===== config.mk =====
export PLATFORM = sky130hd
export DESIGN_NAME = apb_master_arbiter_flat
export DESIGN_NICKNAME = d
export VERILOG_FILES = /design/src/rtl/apb_master_arbiter_if.sv /design/src/rtl/apb_master_arbiter.sv /design/src/flat_wrapper.sv
export SDC_FILE = /design/constraint.sdc
export NUM_CORES = 1
export LEC_CHECK = 0
export CAP_MARGIN = 20
export CORE_ASPECT_RATIO = 1.25
export CORE_UTILIZATION = 36
export CTS_CLUSTER_SIZE = 24
export DETAILED_ROUTE_END_ITERATION = 10
export MAX_ROUTING_LAYER = met4
export PLACE_DENSITY = 0.84
export SLEW_MARGIN = 20
export SYNTH_ARGS = -nofsm -noshare
export SYNTH_HDL_FRONTEND = slang
export SYNTH_SLANG_ARGS = --single-unit

===== constraint.sdc =====
create_clock -name PCLK -period 1.6 [get_ports PCLK]
set_input_delay 0.16 -clock PCLK [delete_from_list [all_inputs] [get_ports PCLK]]
set_output_delay 0.16 -clock PCLK [all_outputs]
set_load 0.02 [all_outputs]

===== src/rtl/apb_master_arbiter_if.sv =====
// Requester and APB bus signals of the two-requester APB master.
// master: the arbiter's view; slave: the view of the requesters and APB slaves around it.
interface apb_master_arbiter_if #(
  parameter int unsigned AW = 9,
  parameter int unsigned DW = 8
);
  logic [1:0]      req_valid;
  logic [1:0]      req_write;
  logic [2*AW-1:0] req_addr;
  logic [2*DW-1:0] req_wdata;
  logic [1:0]      req_accept;
  logic [1:0]      rsp_valid;
  logic [DW-1:0]   rsp_rdata;
  logic            rsp_err;
  logic [AW-1:0]   PADDR;
  logic            PWRITE;
  logic            PSEL1;
  logic            PSEL2;
  logic            PENABLE;
  logic [DW-1:0]   PWDATA;
  logic [DW-1:0]   PRDATA;
  logic            PREADY;
  logic            PSLVERR;

  modport master (
    input  req_valid, req_write, req_addr, req_wdata, PRDATA, PREADY, PSLVERR,
    output req_accept, rsp_valid, rsp_rdata, rsp_err,
    output PADDR, PWRITE, PSEL1, PSEL2, PENABLE, PWDATA
  );

  modport slave (
    output req_valid, req_write, req_addr, req_wdata, PRDATA, PREADY, PSLVERR,
    input  req_accept, rsp_valid, rsp_rdata, rsp_err,
    input  PADDR, PWRITE, PSEL1, PSEL2, PENABLE, PWDATA
  );
endinterface


===== src/rtl/apb_master_arbiter.sv =====
// Two-requester round-robin APB master driving two slaves selected by the top address bit.
// Optional ACCESS timeout enabled by defining APB_TIMEOUT_EN.
module apb_master_arbiter #(
  parameter int unsigned AW = 9,
  parameter int unsigned DW = 8
`ifdef APB_TIMEOUT_EN
  , parameter int unsigned TIMEOUT = 16
`endif
) (
  input  logic                  PCLK,
  input  logic                  PRESET,
  apb_master_arbiter_if.master  bus
);

  typedef enum logic [1:0] {S_IDLE, S_SETUP, S_ACCESS} state_t;

  state_t        r_state, w_state_nx;
  logic [AW-1:0] r_paddr, w_paddr_nx;
  logic          r_pwrite, w_pwrite_nx;
  logic [DW-1:0] r_pwdata, w_pwdata_nx;
  logic          r_psel1, w_psel1_nx;
  logic          r_psel2, w_psel2_nx;
  logic          r_penable, w_penable_nx;
  logic [1:0]    r_rsp_valid, w_rsp_valid_nx;
  logic [DW-1:0] r_rsp_rdata, w_rsp_rdata_nx;
  logic          r_rsp_err, w_rsp_err_nx;
  logic          r_last_grant, w_last_grant_nx;
  logic          r_owner, w_owner_nx;
  logic [1:0]    w_accept;
  logic          w_win;
  logic [AW-1:0] w_addr;
  logic          w_write;
  logic [DW-1:0] w_wdata;

`ifdef APB_TIMEOUT_EN
  localparam int unsigned CW = 8;
  logic [CW-1:0] r_cnt, w_cnt_nx;
`endif

  // Round-robin winner: a lone requester wins, a tie goes away from the last grant
  always_comb begin
    w_win   = (bus.req_valid == 2'b11) ? ~r_last_grant : bus.req_valid[1];
    w_addr  = w_win ? bus.req_addr[AW +: AW]  : bus.req_addr[0 +: AW];
    w_write = w_win ? bus.req_write[1]        : bus.req_write[0];
    w_wdata = w_win ? bus.req_wdata[DW +: DW] : bus.req_wdata[0 +: DW];
  end

  always_comb begin
    w_state_nx      = r_state;
    w_paddr_nx      = r_paddr;
    w_pwrite_nx     = r_pwrite;
    w_pwdata_nx     = r_pwdata;
    w_psel1_nx      = r_psel1;
    w_psel2_nx      = r_psel2;
    w_penable_nx    = r_penable;
    w_rsp_valid_nx  = 2'b00;
    w_rsp_rdata_nx  = '0;
    w_rsp_err_nx    = 1'b0;
    w_last_grant_nx = r_last_grant;
    w_owner_nx      = r_owner;
    w_accept        = 2'b00;
`ifdef APB_TIMEOUT_EN
    w_cnt_nx        = r_cnt;
`endif
    unique case (r_state)
      S_IDLE: begin
        if (|bus.req_valid) begin
          w_accept        = w_win ? 2'b10 : 2'b01;
          w_paddr_nx      = w_addr;
          w_pwrite_nx     = w_write;
          w_pwdata_nx     = w_write ? w_wdata : '0;
          w_last_grant_nx = w_win;
          w_owner_nx      = w_win;
          w_psel1_nx      = ~w_addr[AW-1];
          w_psel2_nx      = w_addr[AW-1];
          w_penable_nx    = 1'b0;
          w_state_nx      = S_SETUP;
        end
      end
      S_SETUP: begin
        w_penable_nx = 1'b1;
        w_state_nx   = S_ACCESS;
`ifdef APB_TIMEOUT_EN
        w_cnt_nx     = '0;
`endif
      end
      S_ACCESS: begin
        if (bus.PREADY) begin
          w_psel1_nx     = 1'b0;
          w_psel2_nx     = 1'b0;
          w_penable_nx   = 1'b0;
          w_state_nx     = S_IDLE;
          w_rsp_valid_nx = r_owner ? 2'b10 : 2'b01;
          w_rsp_rdata_nx = r_pwrite ? '0 : bus.PRDATA;
          w_rsp_err_nx   = bus.PSLVERR;
        end
`ifdef APB_TIMEOUT_EN
        // Abandon a slave that never answers and report it as an error
        else if (r_cnt == CW'(TIMEOUT - 1)) begin
          w_psel1_nx     = 1'b0;
          w_psel2_nx     = 1'b0;
          w_penable_nx   = 1'b0;
          w_state_nx     = S_IDLE;
          w_rsp_valid_nx = r_owner ? 2'b10 : 2'b01;
          w_rsp_err_nx   = 1'b1;
        end else begin
          w_cnt_nx = r_cnt + CW'(1);
        end
`endif
      end
      default: w_state_nx = S_IDLE;
    endcase
  end

  always_ff @(posedge PCLK) begin
    if (PRESET) begin
      r_state      <= S_IDLE;
      r_paddr      <= '0;
      r_pwrite     <= 1'b0;
      r_pwdata     <= '0;
      r_psel1      <= 1'b0;
      r_psel2      <= 1'b0;
      r_penable    <= 1'b0;
      r_rsp_valid  <= 2'b00;
      r_rsp_rdata  <= '0;
      r_rsp_err    <= 1'b0;
      r_last_grant <= 1'b1;
      r_owner      <= 1'b0;
`ifdef APB_TIMEOUT_EN
      r_cnt        <= '0;
`endif
    end else begin
      r_state      <= w_state_nx;
      r_paddr      <= w_paddr_nx;
      r_pwrite     <= w_pwrite_nx;
      r_pwdata     <= w_pwdata_nx;
      r_psel1      <= w_psel1_nx;
      r_psel2      <= w_psel2_nx;
      r_penable    <= w_penable_nx;
      r_rsp_valid  <= w_rsp_valid_nx;
      r_rsp_rdata  <= w_rsp_rdata_nx;
      r_rsp_err    <= w_rsp_err_nx;
      r_last_grant <= w_last_grant_nx;
      r_owner      <= w_owner_nx;
`ifdef APB_TIMEOUT_EN
      r_cnt        <= w_cnt_nx;
`endif
    end
  end

  assign bus.req_accept = w_accept;
  assign bus.rsp_valid  = r_rsp_valid;
  assign bus.rsp_rdata  = r_rsp_rdata;
  assign bus.rsp_err    = r_rsp_err;
  assign bus.PADDR      = r_paddr;
  assign bus.PWRITE     = r_pwrite;
  assign bus.PWDATA     = r_pwdata;
  assign bus.PSEL1      = r_psel1;
  assign bus.PSEL2      = r_psel2;
  assign bus.PENABLE    = r_penable;

endmodule


===== src/flat_wrapper.sv =====
// flat-port wrapper written by rule: the top's interface ports become plain ports
module apb_master_arbiter_flat 
#(
  parameter int unsigned AW = 9,
  parameter int unsigned DW = 8

)
  (PCLK, PRESET, bus_req_valid, bus_req_write, bus_req_addr, bus_req_wdata, bus_PRDATA, bus_PREADY, bus_PSLVERR, bus_req_accept, bus_rsp_valid, bus_rsp_rdata, bus_rsp_err, bus_PADDR, bus_PWRITE, bus_PSEL1, bus_PSEL2, bus_PENABLE, bus_PWDATA);
  apb_master_arbiter_if #(.AW(AW), .DW(DW)) bus_i ();
  input  logic PCLK;
  input  logic PRESET;
  input wire logic [$bits(bus_i.req_valid)-1:0] bus_req_valid;
  input wire logic [$bits(bus_i.req_write)-1:0] bus_req_write;
  input wire logic [$bits(bus_i.req_addr)-1:0] bus_req_addr;
  input wire logic [$bits(bus_i.req_wdata)-1:0] bus_req_wdata;
  input wire logic [$bits(bus_i.PRDATA)-1:0] bus_PRDATA;
  input wire logic [$bits(bus_i.PREADY)-1:0] bus_PREADY;
  input wire logic [$bits(bus_i.PSLVERR)-1:0] bus_PSLVERR;
  output wire logic [$bits(bus_i.req_accept)-1:0] bus_req_accept;
  output wire logic [$bits(bus_i.rsp_valid)-1:0] bus_rsp_valid;
  output wire logic [$bits(bus_i.rsp_rdata)-1:0] bus_rsp_rdata;
  output wire logic [$bits(bus_i.rsp_err)-1:0] bus_rsp_err;
  output wire logic [$bits(bus_i.PADDR)-1:0] bus_PADDR;
  output wire logic [$bits(bus_i.PWRITE)-1:0] bus_PWRITE;
  output wire logic [$bits(bus_i.PSEL1)-1:0] bus_PSEL1;
  output wire logic [$bits(bus_i.PSEL2)-1:0] bus_PSEL2;
  output wire logic [$bits(bus_i.PENABLE)-1:0] bus_PENABLE;
  output wire logic [$bits(bus_i.PWDATA)-1:0] bus_PWDATA;
  assign bus_i.req_valid = bus_req_valid;
  assign bus_i.req_write = bus_req_write;
  assign bus_i.req_addr = bus_req_addr;
  assign bus_i.req_wdata = bus_req_wdata;
  assign bus_i.PRDATA = bus_PRDATA;
  assign bus_i.PREADY = bus_PREADY;
  assign bus_i.PSLVERR = bus_PSLVERR;
  assign bus_req_accept = bus_i.req_accept;
  assign bus_rsp_valid = bus_i.rsp_valid;
  assign bus_rsp_rdata = bus_i.rsp_rdata;
  assign bus_rsp_err = bus_i.rsp_err;
  assign bus_PADDR = bus_i.PADDR;
  assign bus_PWRITE = bus_i.PWRITE;
  assign bus_PSEL1 = bus_i.PSEL1;
  assign bus_PSEL2 = bus_i.PSEL2;
  assign bus_PENABLE = bus_i.PENABLE;
  assign bus_PWDATA = bus_i.PWDATA;
  apb_master_arbiter #(.AW(AW), .DW(DW)) u_core (.PCLK(PCLK), .PRESET(PRESET), .bus(bus_i));
endmodule

==> metrics.txt <==
Clock Latency Late Sink 0.28 ns; most common cell after layout, fill and taps aside clkdlybuf4s50_1; xor/xnor share of the synthesized area 0; Worst VDD drop ~0.00065 V; die area 4000 um2; Adder-Cell Fraction of Synth Area 0; nets@finish 291; part of the power in registers 0.453; top sig layer met4; first-pass GRT wire length 5.91 mm; pre-CTS setup slack -0.255 ns; Worst-Margin Slew around 0.37 ns; Yosys warning total 0; asr flop ratio synth 0; failing checks design-rule violations; met3 wire len approximately 180 um; Iteration-0 DRC Markers roughly 50; Compound-Gate Fraction of Synth Area 0.220; GRT Total Usage 0.197; f_max around 690 MHz; Pwr Total roughly 2.2 mW; Clk pwr share 0.297; routed len/inst about 13 um; unrepaired setup endpoints after global routing no; main combinational cell family by area after synthesis compound AO/OA/AOI/OAI gates; switching share of power 0.263; fin crit share 0.907; Synth Area in Simple Gates 0.218; H-tree depth 2; Row Count 24; Post-CTS Hold Buffers 0; routability congestion estimate 0.797; Worst Skew about 0.007 ns; ys flop type dfxtp_1; worst endpoint required time 1.44 ns; Antenna diodes 0; final std cells w/o fill 281; CP Cell Sequence or2_4, nor3_4, clkbuf_2; CP Class flip-flop to primary output; crit path max fanout 5; sequential area share after synthesis 0.534; CP peak stage delay 0.36 ns; Hold Slack between 0.4 and 0.5 ns; Vert. Die Dim around 70 um; # IOs 84; Final Slew Violations 0; Post-synth EDFFs 0; setup slack after layout between 0.1 and 0.15 ns; slowest CP cell dfxtp_1; Power per Cell Area roughly 910 nW/um2; detailed-route DRC error count 4; design area 2400 um2; DP Wirelength ~2.8 mm; CTS Sinks 36; Vias/cell about 5; Root Driver clkbuf_8; flop2flop setup slack 0.23 ns; P&R area growth vs syn 78.0%; synthesized area per cell between 9 and 10 um2; layout cells sized above 1 0.124; Total Wirelength between 3 and 4 mm; vias in the first global route approximately 1,300; starting density of the core 0.381; commonest cells after routing, fill and taps aside clkdlybuf4s50_1 (81), dfxtp_1 (36), a21oi_1 (19), buf_4 (15), nor2_1 (12); post-placement cell count ~270; Yosys reg bits 36; cells after synthesis between 100 and 150; status complete, but fails checks; # fillers about 280; Final Setup Violations 0; Pint between 1.5 and 2 mW; buffer and inverter count on the worst path 1; CTS buffer count 5; placed instance area 2320 um2; maximum clock path buffer count 2; Psw ~0.57 mW; met2 wire len approximately 1.9 mm; syn nets 190; power share of the combinational group 0.250; Routed Antenna Nets 0; reg-to-reg critical path startpoint u_core.r_state[0]$_SDFFE_PP0P_; worst min path class primary input to flip-flop; Leakage 0.955 nW; Crit path arrival time between 1 and 1.5 ns; Crit path max-delay family simple AND/OR/NAND/NOR gates; Vias 1,398; Initial DRT Pass Iterations 7; normalized max-slew margin 0.753; MaxCap Viol Count 0; min-delay src bus_req_addr[16]; largest net degree at the start of global routing 11; CTS tree yes; core box area between 3000 and 4000 um2; Die W 56.7 um; Setup crit start kind flip-flop; PortBufs between 80 and 90; DRT met1 WL ~1.5 mm; synthesized area ~1300 um2; Hold Fails Final Rpt 0; setup_tns 0 ns; mux contribution to synthesized area 0.00742; fin crit period 1.45 ns; Clk pin slew, worst setup/hold paths 0.07 ns; initial antenna violation count 0; crit end category primary output; Critical path origin u_core.r_state[1]$_SDFFE_PP0P_; overflow left after global routing 0; post-synthesis cell type count 26; fin util 0.678
==> path summary, 6_finish.rpt <==
| check | endpoint | depth (start not counted) |
|---|---|---|
| worst max-delay path | bus_req_accept[0] | 3 |
| worst min-delay path | u_core.bus.PADDR[7]$_SDFFE_PP0P_ | 3 |
| worst min register to register | u_core.bus.rsp_valid[0]$_SDFF_PP0_ | 1 |
| worst max register to register | u_core.bus.PADDR[5]$_SDFFE_PP0P_ | 6 |
==> worst min-delay path, delay by kind of cell <==
family                 cells  cell delay [ns]
buffers and inverters      1             0.39
and+or+nand+nor            1             0.05
AOI/OAI and AO/OA          1             0.05
==> registers in the layout (all words and copies together), names as in the netlist, 2 cells and up <==
name	flops
u_core.bus.PADDR	9
u_core.bus.PWDATA	8
u_core.bus.rsp_rdata	8
u_core.bus.rsp_valid	2
u_core.r_state	2
==> logic make-up (layout without fill, tap and decap cells) <==
group / after synthesis / after routing
AOI/OAI and AO/OA: 43 / 43
buffers and inverters: 6 / 108
DFF: 36 / 36
muxes: 1 / 1
and+or+nand+nor: 54 / 54
==> Yosys cell counts (3+ instances only) <==
library cell   n  share of area
and3_1         9          0.042
dfxtp_1       36           0.53
nand2_1       11          0.031
and2_1        10          0.046
o21ai_0        3          0.011
o2bb2ai_1      9          0.058
a21oi_1       19          0.071
a22oi_1        8          0.045
nor2_1        12          0.033
nor3_1         4          0.015
==> layer usage <==
| layer | vias to the layer above | global-route usage |
|---|---|---|
| li1 | 700 | - |
| met1 | 644 | 0.223 |
| met2 | 46 | 0.329 |
| met3 | 8 | 0.0519 |
| met4 | 0 | 0.0786 |
| met5 | - | - |
==> area by class of cell <==
type / count / area, um2 / share of cell area
Inverter: 2 / 7.51 / 0.00313
Multi-Input combinational cell: 98 / 601 / 0.250
Tap cell: 39 / 48.8 / 0.0203
Sequential cell: 36 / 721 / 0.300
Clock buffer: 8 / 90.1 / 0.0375
Timing Repair Buffer: 98 / 933 / 0.389
==> power groups by stage <==
stage	clock [mW]	combinational, mW	sequential, mW
3_5_place_dp	0	0.551	1.01
2_1_floorplan	0	0.175	1.07
3_3_place_gp	0	0.543	1.01
6_report	0.649	0.546	0.988
4_1_cts	0.656	0.550	0.988
5_1_grt	0.701	0.589	0.995
==> what timing repair did <==
action                     4_1_cts  5_1_grt
gates resized for setup          3        3
setup endpoints to repair        2        2
buffers inserted                 0        0
No activity file was read; power rests on OpenSTA's default activity.
